## src/rtl/RVS192_package.sv

```systemverilog
// Shared types for the IL1 slice.
package RVS192_package;
  typedef enum logic [2:0] {
    IDLE   = 3'd0,
    LOOKUP = 3'd1,
    CLEAR  = 3'd2,
    ACK    = 3'd3,
    REFILL = 3'd4
  } il1_inc_state_t;
endpackage

```

## src/rtl/RVS192_user_parameters.sv

```systemverilog
// User-tunable IL1 geometry defaults shared by the cache slice.
package RVS192_user_parameters;
  localparam int ICACHE_LINE = 128;
  localparam int ICACHE_WAY  = 4;
endpackage

```

## src/rtl/il1_inv_select.sv

```systemverilog
// Pending L2 invalidations and requester choice; IL1_INV_RR_EN selects
// round-robin arbitration, otherwise inst always wins.
module il1_inv_select #(
  parameter int IDX_W = 7
) (
  input  logic             clk_l1,
  input  logic             rst_n,
  input  logic             inst_req,
  input  logic             data_req,
  input  logic [IDX_W-1:0] inst_index,
  input  logic [IDX_W-1:0] data_index,
  input  logic             take,
  input  logic             clr_inst,
  input  logic             clr_data,
  output logic             any_req,
  output logic             pick_data,
  output logic [IDX_W-1:0] pick_index,
  output logic             pend
);

  logic             inst_pend;
  logic             data_pend;
  logic [IDX_W-1:0] inst_idx_q;
  logic [IDX_W-1:0] data_idx_q;
  logic             inst_eff;
  logic             data_eff;

  // A fresh pulse is visible the same cycle so IDLE can start at once.
  assign inst_eff = inst_pend | inst_req;
  assign data_eff = data_pend | data_req;
  assign any_req  = inst_eff | data_eff;
  assign pend     = inst_pend | data_pend;

`ifdef IL1_INV_RR_EN
  logic rr_q;

  // Pointer moves only when the choice was actually contested.
  always_ff @(posedge clk_l1 or negedge rst_n) begin
    if (!rst_n) begin
      rr_q <= 1'b0;
    end else if (take && inst_eff && data_eff) begin
      rr_q <= ~rr_q;
    end
  end

  assign pick_data = data_eff & (~inst_eff | rr_q);
`else
  assign pick_data = data_eff & ~inst_eff;
`endif

  always_comb begin
    pick_index = inst_pend ? inst_idx_q : inst_index;
    if (pick_data) begin
      pick_index = data_pend ? data_idx_q : data_index;
    end
  end

  always_ff @(posedge clk_l1 or negedge rst_n) begin
    if (!rst_n) begin
      inst_pend  <= 1'b0;
      data_pend  <= 1'b0;
      inst_idx_q <= '0;
      data_idx_q <= '0;
    end else begin
      inst_pend <= inst_pend ? ~clr_inst : inst_req;
      data_pend <= data_pend ? ~clr_data : data_req;
      if (inst_req && !inst_pend) begin
        inst_idx_q <= inst_index;
      end
      if (data_req && !data_pend) begin
        data_idx_q <= data_index;
      end
    end
  end

endmodule

```

## src/rtl/il1_inclusion_arbiter.sv

```systemverilog
// IL1 update-port arbiter: L2 inclusion invalidations vs. miss refill.
// Optional macro IL1_INV_RR_EN enables round-robin invalidation choice.
module il1_inclusion_arbiter
  import RVS192_package::*;
#(
  parameter int  ICACHE_LINE = RVS192_user_parameters::ICACHE_LINE,
  parameter int  ICACHE_WAY  = RVS192_user_parameters::ICACHE_WAY,
  localparam int IDX_W       = $clog2(ICACHE_LINE)
) (
  input  logic                  clk_l1,
  input  logic                  rst_n,
  input  logic                  miss_req,
  input  logic                  refill_done,
  input  logic                  inst_replace_req,
  input  logic                  data_replace_req,
  input  logic [IDX_W-1:0]      inst_index,
  input  logic [IDX_W-1:0]      data_index,
  input  logic [ICACHE_WAY-1:0] tag_hit_inst,
  input  logic [ICACHE_WAY-1:0] tag_hit_data,
  input  logic                  L2_inst_il1_ack,
  input  logic                  L2_data_il1_ack,
  output logic                  refill_grant,
  output logic                  change_index_sel,
  output logic [IDX_W-1:0]      inclusive_index,
  output logic [ICACHE_WAY-1:0] l2_clear_way,
  output logic                  inst_replace_il1_ack,
  output logic                  data_replace_il1_ack,
  output logic                  busy
);

  il1_inc_state_t   state;
  il1_inc_state_t   state_n;
  logic             sel_data;
  logic             take;
  logic             clr_inst;
  logic             clr_data;
  logic             any_req;
  logic             pick_data;
  logic [IDX_W-1:0] pick_index;
  logic             pend;
  logic             l2_ack;

  il1_inv_select #(
    .IDX_W (IDX_W)
  ) u_sel (
    .clk_l1     (clk_l1),
    .rst_n      (rst_n),
    .inst_req   (inst_replace_req),
    .data_req   (data_replace_req),
    .inst_index (inst_index),
    .data_index (data_index),
    .take       (take),
    .clr_inst   (clr_inst),
    .clr_data   (clr_data),
    .any_req    (any_req),
    .pick_data  (pick_data),
    .pick_index (pick_index),
    .pend       (pend)
  );

  assign l2_ack = sel_data ? L2_data_il1_ack : L2_inst_il1_ack;

  always_comb begin
    state_n  = state;
    take     = 1'b0;
    clr_inst = 1'b0;
    clr_data = 1'b0;
    unique case (state)
      IDLE: begin
        if (any_req) begin
          take    = 1'b1;
          state_n = LOOKUP;
        end else if (miss_req) begin
          state_n = REFILL;
        end
      end
      LOOKUP: state_n = CLEAR;
      CLEAR: begin
        clr_inst = ~sel_data;
        clr_data = sel_data;
        state_n  = ACK;
      end
      ACK: begin
        if (l2_ack) begin
          state_n = IDLE;
        end
      end
      REFILL: begin
        // Invalidations queued behind the refill start right after it.
        if (refill_done) begin
          take    = any_req;
          state_n = any_req ? LOOKUP : IDLE;
        end
      end
      default: state_n = IDLE;
    endcase
  end

  always_ff @(posedge clk_l1 or negedge rst_n) begin
    if (!rst_n) begin
      state           <= IDLE;
      sel_data        <= 1'b0;
      inclusive_index <= '0;
    end else begin
      state <= state_n;
      if (take) begin
        sel_data        <= pick_data;
        inclusive_index <= pick_index;
      end
    end
  end

  assign refill_grant         = (state == REFILL);
  assign change_index_sel     = (state == LOOKUP);
  assign l2_clear_way         = (state == CLEAR)
                              ? (sel_data ? tag_hit_data : tag_hit_inst)
                              : '0;
  assign inst_replace_il1_ack = (state == ACK) & ~sel_data;
  assign data_replace_il1_ack = (state == ACK) & sel_data;
  assign busy                 = (state != IDLE) | pend;

endmodule
```

## config.mk

```make
export PLATFORM = sky130hd
export DESIGN_NAME = il1_inclusion_arbiter
export DESIGN_NICKNAME = d
export VERILOG_FILES = /design/src/rtl/RVS192_package.sv /design/src/rtl/RVS192_user_parameters.sv /design/src/rtl/il1_inv_select.sv /design/src/rtl/il1_inclusion_arbiter.sv
export SDC_FILE = /design/constraint.sdc
export NUM_CORES = 1
export LEC_CHECK = 0
export BUFFER_PORTS_ARGS = -buffer_cell sky130_fd_sc_hd__buf_2
export CORE_UTILIZATION = 45
export CTS_CLUSTER_DIAMETER = 150
export CTS_CLUSTER_SIZE = 28
export DETAILED_ROUTE_END_ITERATION = 7
export GPL_ROUTABILITY_DRIVEN = 0
export PLACE_DENSITY = 0.72
export SLEW_MARGIN = 20
export SYNTH_ARGS = -nofsm -noshare
export SYNTH_HDL_FRONTEND = slang
export SYNTH_SLANG_ARGS = --single-unit
```

## constraint.sdc

```tcl
create_clock -name clk_l1 -period 2.4 [get_ports clk_l1]
set_clock_uncertainty 0.1 [all_clocks]
set_input_delay 0.24 -clock clk_l1 [delete_from_list [all_inputs] [get_ports clk_l1]]
set_output_delay 0.24 -clock clk_l1 [all_outputs]
set_load 0.05 [all_outputs]
```

==> results of run 1 <==
## layer usage
metal  track usage (%)  wire, µm  vias to the layer above
li1                  -         -                      598
met1              26.7      1460                      576
met2              31.5      1510                       28
met3              4.80       128                        8
met4              6.12        56                        0
met5                 0         0                        -
## logic make-up (layout without fill, tap and decap cells)
logic type             after synthesis  in the layout  synth area share [%]
multiplexers                        20             20                  14.8
flip-flops                          27             27                  45.7
AO/OA/AOI/OAI                       33             33                  17.7
AND/OR/NAND/NOR                     43             43                  17.3
buffers and inverters               13             56                  4.48
## registers in the layout (all words and copies together) (netlist names)
signal            cells
u_sel.data_idx_q      7
sel_data              1
u_sel.data_pend       1
inclusive_index       7
state                 3
u_sel.inst_pend       1
u_sel.inst_idx_q      7
## stage by stage
step	worst slack, ns	power [mW]	hold WS (ns)
2_1_floorplan	0.480	1.66	-0.156
3_3_place_gp	0.591	1.88	0.175
3_5_place_dp	0.463	1.91	0.182
4_1_cts	0.219	2.11	0.0129
5_1_grt	0.164	2.23	0.00973
6_report	0.224	2.10	0.0176
## layout by cell type, fill, tap and decap left out, types with 3 or more instances in the layout
cell type / Yosys / layout
a31oi_1: 3 / 3
dfrtp_1: 27 / 27
nor2_1: 9 / 9
nand2_1: 3 / 3
nor2b_1: 16 / 16
nand2b_1: 4 / 4
mux2i_1: 5 / 5
a2111oi_0: 7 / 7
a221oi_1: 7 / 7
mux2_2: 13 / 13
o31ai_1: 14 / 14
buf_2: 8 / 45
buf_4: 0 / 4
clkbuf_4: 0 / 3
## worst paths after layout
check	to	cells past startpoint	start
min in group asynchronous	inclusive_index[3]	2	rst_n
worst min register to register	inclusive_index[3]	2	inclusive_index[3]
worst max-delay path	busy	3	u_sel.inst_pend
worst min-delay path	u_sel.data_idx_q[2]	2	data_index[2]
max in group asynchronous	u_sel.inst_idx_q[3]	2	rst_n
worst max register to register	inclusive_index[2]	4	u_sel.data_pend
## worst max-delay path, stage by stage, from the launching register on
cell,delay (ns)
dfrtp_1,0.52
buf_4,0.23
or4_1,0.52
buf_2,0.23
## synth_stat cells (2+ instances only)
master / n
dfrtp_1: 27
nor2b_1: 16
o31ai_1: 14
mux2_2: 13
nor2_1: 9
buf_2: 8
a2111oi_0: 7
a221oi_1: 7
mux2i_1: 5
nand2b_1: 4
a31oi_1: 3
nand2_1: 3
inv_1: 2
mux2_1: 2
or2_0: 2
## power groups by stage
stage | Sequential, mW | Clock (mW) | Combinational, mW
6_report | 0.828 | 0.203 | 1.07
5_1_grt | 0.855 | 0.227 | 1.15
4_1_cts | 0.827 | 0.209 | 1.07
3_5_place_dp | 0.840 | 0 | 1.07
3_3_place_gp | 0.830 | 0 | 1.05
2_1_floorplan | 0.952 | 0 | 0.706
## area by class of cell
class | instances | area, µm²
flip-flops and latches | 27 | 676
clock inverters | 1 | 5.00
clock buffers | 3 | 22.5
fillers | 281 | 1310
inverters | 2 | 7.51
well taps | 44 | 55.1
multi-input cells | 96 | 737
repair buffers | 50 | 265
==> summary.txt, run 1 <==
Worst setup path
  • Reg2Reg Setup Slack: 0.47 ns
  • Req. time, crit path: 2.06 ns
  • Worst setup SP type: flip-flop
  • Setup crit end kind: output port
  • Crit-path max FO: 12
  • Critical Path AT: 1.84 ns
  • Critical path class: reg2out

Clock tree
  • # Post-CTS Setup Buffers: 0
  • CTS hold repair buffers: 1
  • TritonCTS clock tree: done
  • CTS Buffer Depth: 2
  • CTS Sinks: 27
  • CTS buffer count: 3
  • CTS H-tree depth: 1
  • Clk pin slew, worst setup/hold paths: 0.15 ns
  • Post-CTS Resized: 0
  • CTS Root Buffer Type: clkbuf_4
  • Worst skew pair latency: 0.34 ns

Power and ir drop
  • Sw Share: 46.7%
  • Clock share of power: 9.7%
  • Cell Int Power: 1.12 mW
  • Comb pwr share: 50.9%
  • Lkg Pwr: 0.774 nW
  • Reg power frac: 39.4%
  • Max VDD drop: 0.000620 V
  • Cell Pwr Density: 1190 nW/µm²
  • P_sw: 981 µW

STA
  • Setup violations, final: 0
  • Worst-margin pin slew: 0.592 ns
  • Slew Viols, Final: 0
  • Final Hold Viols: 0
  • Min Tclk post-route: 2.18 ns
  • Slew headroom: 59.5%
  • RSZ-0062 raised after global routing: no
  • F_max: 460 MHz
  • TNS Setup: 0 ns
  • Period utilisation layout: 90.7%

Worst hold path
  • HP Class: in2reg

Finish
  • Final core occ: 57.4%
  • Ant. Diodes: 0
  • Net count, final: 210
  • Share of cells above drive strength 1: 38.0%
  • Syn-to-layout area delta: 19.5%
  • Final std cells w/o fill: 223
  • Finished Cell Area: 1770 µm²

Die
  • I/O pin count: 46
  • Total Die Area: 3520 µm²
  • Site row count: 20
  • Core Region: 3080 µm²
  • Initial Utilization: 48.0%
  • Die X: 59.3 µm
  • Die Y: 59.3 µm

Flow run
  • Maxcap violations: 0

Synthesis
  • Post-synth top area cell: dfrtp_1
  • Avg Synthesized Cell Area: 10.9 µm²
  • Register area share after synthesis: 45.7%
  • Main synth FF type: dfrtp_1
  • Mapped Area: 1480 µm²
  • Async SR Flop Fraction: 100%
  • Synth cell types: 29
  • Synth area leaders: dfrtp_1 46%, mux2_2 9.9%, o31ai_1 7.1%
  • Synthesized flop and latch total: 27
  • Number of flops mapped to enable cells by yosys: 0
  • Synthesis Warnings: 0
  • Share of the synthesized area in the top cell type: 45.7%
  • Synth Instances: 136
  • Synthesized Nets: 166

Detailed routing
  • Final ANT Viol Nets: 0
  • Final WL: 3160 µm
  • Vias per inst: 5.43
  • Via count: 1210
  • WL per Instance: 14.2 µm
  • First-pass DRT Iterations: 4
  • Drt drc: 0
  • Detailed Route Iter0 Violations: 38

GRT
  • Vias in the first global route: 1136
  • GR Overflow Total: 0
  • First-pass GRT wire length: 5130 µm
  • Largest net degree at the start of global routing: 28
  • Antenna violations before repair: 0
  • Global-route usage over all layers: 19.8%

Place
  • Area of placed instances: 1730 µm²
  • DP HPWL: 2430 µm
  • Post-placement cell count: 218
  • Port bufs: 45

Status
  • Outcome: completed
Note: power is estimated with default switching activity, not from simulation.
==> run 2: changes to the inputs <==
--- a/config.mk
+++ b/config.mk
@@ -11,8 +11,9 @@
 export CTS_CLUSTER_SIZE = 28
 export DETAILED_ROUTE_END_ITERATION = 7
 export GPL_ROUTABILITY_DRIVEN = 0
-export PLACE_DENSITY = 0.72
+export PLACE_DENSITY = 0.71
 export SLEW_MARGIN = 20
 export SYNTH_ARGS = -nofsm -noshare
 export SYNTH_HDL_FRONTEND = slang
 export SYNTH_SLANG_ARGS = --single-unit
+export TNS_END_PERCENT = 30
==> run 2 against run 1 <==
Setup slack improved by 0.074 ns. Cell count unchanged. Highest routed layer unchanged. Clock-buffer cell count unchanged. Hold slack got worse by 0.0059 ns. Critical path type unchanged. Critical endpoint unchanged.
==> summary.txt, run 2 (synthesis gave the netlist of run 1 again) <==
Status
  • Outcome: completed

GRT
  • Vias in the first global route: 1190
  • First-pass GRT wire length: 5340 µm
  • Global-route usage over all layers: 20.7%
  • GR Overflow Total: 0
  • Global routing's busiest layer: met2
  • Met1 Use GR: 25.3%
  • M2 GR Usage: 36.6%
  • Largest net degree at the start of global routing: 28
  • Met3 GRT Util: 3.06%
  • Antenna violations before repair: 0

Flow run
  • Maxcap violations: 0

Detailed routing
  • Final WL: 3280 µm
  • Drt drc: 0
  • Detailed Route Iter0 Violations: 35
  • First-pass DRT Iterations: 4
  • Via count: 1236
  • Final ANT Viol Nets: 0
  • WL per Instance: 14.7 µm
  • Vias per inst: 5.54

STA
  • TNS Setup: 0 ns
  • Setup violations, final: 0
  • Slew Viols, Final: 0
  • Min Tclk post-route: 2.10 ns
  • F_max: 476 MHz
  • Worst-margin pin slew: 0.619 ns
  • RSZ-0062 raised after global routing: no
  • Worst hold slack: 0.0117 ns
  • Slew headroom: 57.7%
  • Final Hold Viols: 0
  • Period utilisation layout: 87.6%

Clock tree
  • CTS buffer count: 3
  • TritonCTS clock tree: done
  • CTS Buffer Depth: 2
  • Worst skew pair latency: 0.34 ns
  • Clk pin slew, worst setup/hold paths: 0.16 ns
  • CTS Sinks: 27
  • CTS Root Buffer Type: clkbuf_4
  • Post-CTS Resized: 0
  • CTS H-tree depth: 1

Power and ir drop
  • Cell Pwr Density: 1200 nW/µm²
  • Lkg Pwr: 0.771 nW
  • Max VDD drop: 0.000520 V

Die
  • Initial Utilization: 48.0%
  • Core Region: 3080 µm²
  • I/O pin count: 46
  • Total Die Area: 3520 µm²
  • Site row count: 20
  • Die Y: 59.3 µm
  • Die X: 59.3 µm

Worst setup path
  • Req. time, crit path: 2.06 ns
  • R2R Path End: inclusive_index[3]
  • FF-to-FF path depth: 4
  • RR Startpoint: u_sel.data_pend
  • Crit-path max FO: 20
  • Setup crit end kind: output port
  • Reg2Reg Setup Slack: 0.41 ns
  • Critical Path AT: 1.76 ns
  • Critical path class: reg2out
  • Worst setup SP type: flip-flop

Finish
  • Share of cells above drive strength 1: 38.0%
  • Syn-to-layout area delta: 19.7%
  • Multi-input logic area: 737 µm²
  • FF/Latch Area: 676 µm²
  • Fillers: 296
  • Ant. Diodes: 0
  • Most frequent cells in the layout: 45 x buf_2, 27 x dfrtp_1, 16 x nor2b_1, 14 x o31ai_1, 13 x mux2_2
  • Biggest regs: inclusive_index x7, u_sel.data_idx_q x7, u_sel.inst_idx_q x7
  • Net count, final: 210
  • Most common cell after layout, fill and taps aside: buf_2

Worst hold path
  • Hold Startpoint: data_index[4]
  • Hold path endpoint: u_sel.data_idx_q[4]
  • Hold Path Depth: 2
  • HP Class: in2reg

Place
  • DP HPWL: 2540 µm
  • Port bufs: 45
[run 2: metal layers]
layer,part of all wire [%],routed length [µm]
met1,43,1400
met2,52,1720
met3,3.1,101
met4,1.7,55
met5,0,0
[run 2: worst max-delay path, cell delays in order (launching register included)]
cell and delay (ns):
dfrtp_1 0.63, or4_1 0.56, buf_2 0.23
[run 2: worst max path at each step]
stage	from	to	cells past startpoint
after floorplan	state[0]	change_index_sel	1
after global placement	u_sel.data_pend	inclusive_index[0]	4
after detailed placement	u_sel.data_pend	inclusive_index[3]	4
after CTS	u_sel.data_pend	busy	2
after global routing	u_sel.data_pend	busy	2
final	u_sel.data_pend	busy	2
[run 2: stage by stage]
stage	total power, mW	worst slack [ns]	std cells	util (%)	cell area, µm²
after CTS	2.12	0.314	223	57.5	1770
after global placement	1.89	0.566	218	56.2	1730
after detailed placement	1.92	0.460	218	56.2	1730
final	2.12	0.298	223	57.5	1770
after floorplan	1.66	0.480	136	-	1480
after global routing	2.26	0.217	223	57.5	1770
[run 2: layout make-up]
type                       instances  share of cell area, %
tap                               44                   3.11
inverter                           2                  0.424
sequential                        27                   38.2
timing repair buffer              50                   15.0
clock buffer                       3                   1.27
clock inverter                     1                  0.424
multi-input combinational         96                   41.6
[run 2: timing repair]
item | CTS | global route
hold buffers | 1 | 0
setup buffers | 0 | 0
hold endpoints to repair | 27 | 0
[run 2: report_power, final]
part           switching (mW)  internal (mW)  leakage (nW)
clock                   0.147         0.0639        0.0139
sequential              0.162          0.659         0.323
combinational           0.685          0.399         0.434
total                   0.994           1.12         0.771
==> run 3: changes to the inputs <==
--- a/config.mk
+++ b/config.mk
@@ -12,6 +12,7 @@
 export DETAILED_ROUTE_END_ITERATION = 7
 export GPL_ROUTABILITY_DRIVEN = 0
 export PLACE_DENSITY = 0.71
+export REMOVE_ABC_BUFFERS = 1
 export SLEW_MARGIN = 20
 export SYNTH_ARGS = -nofsm -noshare
 export SYNTH_HDL_FRONTEND = slang
==> run 3 against run 2 <==
Sequential power up 0.6%. Combinational power about the same. First-iteration DRC count fell by 2.9%. Setup slack lost 0.14 ns. Register-to-register slack better by 0.05 ns. Critical path type unchanged.
==> summary.txt, run 3 (synthesis gave the netlist of run 1 again) <==
Finish
  • Share of cells above drive strength 1: 37.3%
  • Final core occ: 57.0%
  • Most common cell after layout, fill and taps aside: buf_2
  • Syn-to-layout area delta: 18.5%
  • Fillers: 267
  • Ant. Diodes: 0
  • Net count, final: 208
  • Biggest regs: inclusive_index x7, u_sel.data_idx_q x7, u_sel.inst_idx_q x7
  • Finished Cell Area: 1750 µm²
  • Most frequent cells in the layout: 45 x buf_2, 27 x dfrtp_1, 16 x nor2b_1, 14 x o31ai_1, 13 x mux2_2

Clock tree
  • Clk pin slew, worst setup/hold paths: 0.15 ns
  • CTS Buffer Depth: 2
  • CTS Sinks: 27
  • TritonCTS clock tree: done
  • # Post-CTS Setup Buffers: 0
  • CTS H-tree depth: 1
  • CTS buffer count: 3
  • Worst skew pair latency: 0.32 ns
  • CTS Root Buffer Type: clkbuf_4

Detailed routing
  • Vias per inst: 5.43
  • Final WL: 3180 µm
  • Drt drc: 0
  • WL per Instance: 14.4 µm
  • Via count: 1201
  • Final ANT Viol Nets: 0
  • Detailed Route Iter0 Violations: 34
  • First-pass DRT Iterations: 4

GRT
  • Antenna violations before repair: 0
  • Largest net degree at the start of global routing: 28
  • GR Overflow Total: 0
  • First-pass GRT wire length: 5360 µm
  • Vias in the first global route: 1135
  • Global-route usage over all layers: 20.5%

Die
  • Site row count: 20
  • Core Region: 3080 µm²
  • Die X: 59.3 µm
  • I/O pin count: 46
  • Total Die Area: 3520 µm²
  • Initial Utilization: 48.0%
  • Die Y: 59.3 µm

STA
  • TNS Setup: 0 ns
  • Worst-margin pin slew: 0.612 ns
  • RSZ-0062 raised after global routing: no
  • Slew headroom: 59.1%
  • Final Hold Viols: 0
  • F_max: 446 MHz
  • Slew Viols, Final: 0
  • Setup violations, final: 0
  • Min Tclk post-route: 2.24 ns
  • Period utilisation layout: 93.5%

Worst setup path
  • Critical Path AT: 1.90 ns
  • Req. time, crit path: 2.06 ns
  • Slowest CP cell: dfrtp_1
  • Crit-path cells: or2_0 -> or4_1 -> buf_2
  • Critical path class: reg2out
  • Setup crit end kind: output port
  • Worst setup SP type: flip-flop
  • Crit-path max FO: 12
  • Max incr delay on CP: 0.47 ns

Place
  • DP HPWL: 2370 µm
  • Area of placed instances: 1720 µm²
  • Port bufs: 45

Flow run
  • Maxcap violations: 0

Worst hold path
  • HP Class: in2reg

Power and ir drop
  • Power, Total: 2.09 mW
  • Lkg Pwr: 0.765 nW
  • Cell Pwr Density: 1190 nW/µm²
  • Max VDD drop: 0.000657 V

Status
  • Outcome: completed
==> run 3: changes by cell type in the layout (fill, tap and decap cells not counted) <==
cell / delta
clkinvlp_4: -1
buf_4: -2
clkinv_2: +1
==> run 3: what timing repair did <==
item / CTS / global route
endpoints found under the hold margin: 27 / 0
hold buffers: 1 / 0
gates resized for setup: 0 / 0
setup endpoints to repair: 0 / 0
==> run 3: per-stage QoR <==
| step | setup slack [ns] | hold WS, ns | cells |
|---|---|---|---|
| after floorplan | 0.480 | -0.156 | 125 |
| after global placement | 0.565 | 0.172 | 216 |
| after detailed placement | 0.485 | 0.182 | 216 |
| after CTS | 0.141 | 0.0243 | 221 |
| after global routing | 0.0195 | 0.0183 | 221 |
| final | 0.157 | 0.0295 | 221 |
==> run 3: power by group <==
group	switching (mW)	total (mW)	internal (mW)
combinational	0.677	1.07	0.392
sequential	0.166	0.826	0.660
clock	0.129	0.192	0.0624
==> run 3: metal layers <==
metal,GRT usage [%],up-vias,share of wire [%]
li1,-,592,-
met1,28.3,584,48
met2,33.1,23,49
met3,4.80,2,2.6
met4,3.40,0,0.53
met5,0,-,0
==> run 3: area by class of cell <==
class	instances	area (µm²)	area share, %
flip-flops and latches	27	676	38.5
well taps	44	55.1	3.14
clock inverters	1	5.00	0.286
multi-input cells	96	737	42.0
clock buffers	3	22.5	1.28
repair buffers	48	250	14.3
inverters	2	7.51	0.428
==> run 3: path summary, 6_finish.rpt <==
check | startpoint | end | slack [ns] | cells past startpoint
min in group asynchronous | rst_n | state[2] | 0.34 | 2
max reg2reg | state[0] | inclusive_index[1] | 0.46 | 3
min | data_index[4] | u_sel.data_idx_q[4] | 0.03 | 2
min reg2reg | u_sel.data_idx_q[4] | u_sel.data_idx_q[4] | 0.41 | 1
max in group asynchronous | rst_n | u_sel.data_pend | 1.45 | 2
max | state[0] | busy | 0.16 | 3
==> run 3: worst max-delay path, delay by kind of cell, from the launching register on <==
family                 cells  cell delay (ns)
buffers and inverters      1             0.22
flip-flops                 1             0.47
AND/OR/NAND/NOR            2             0.88
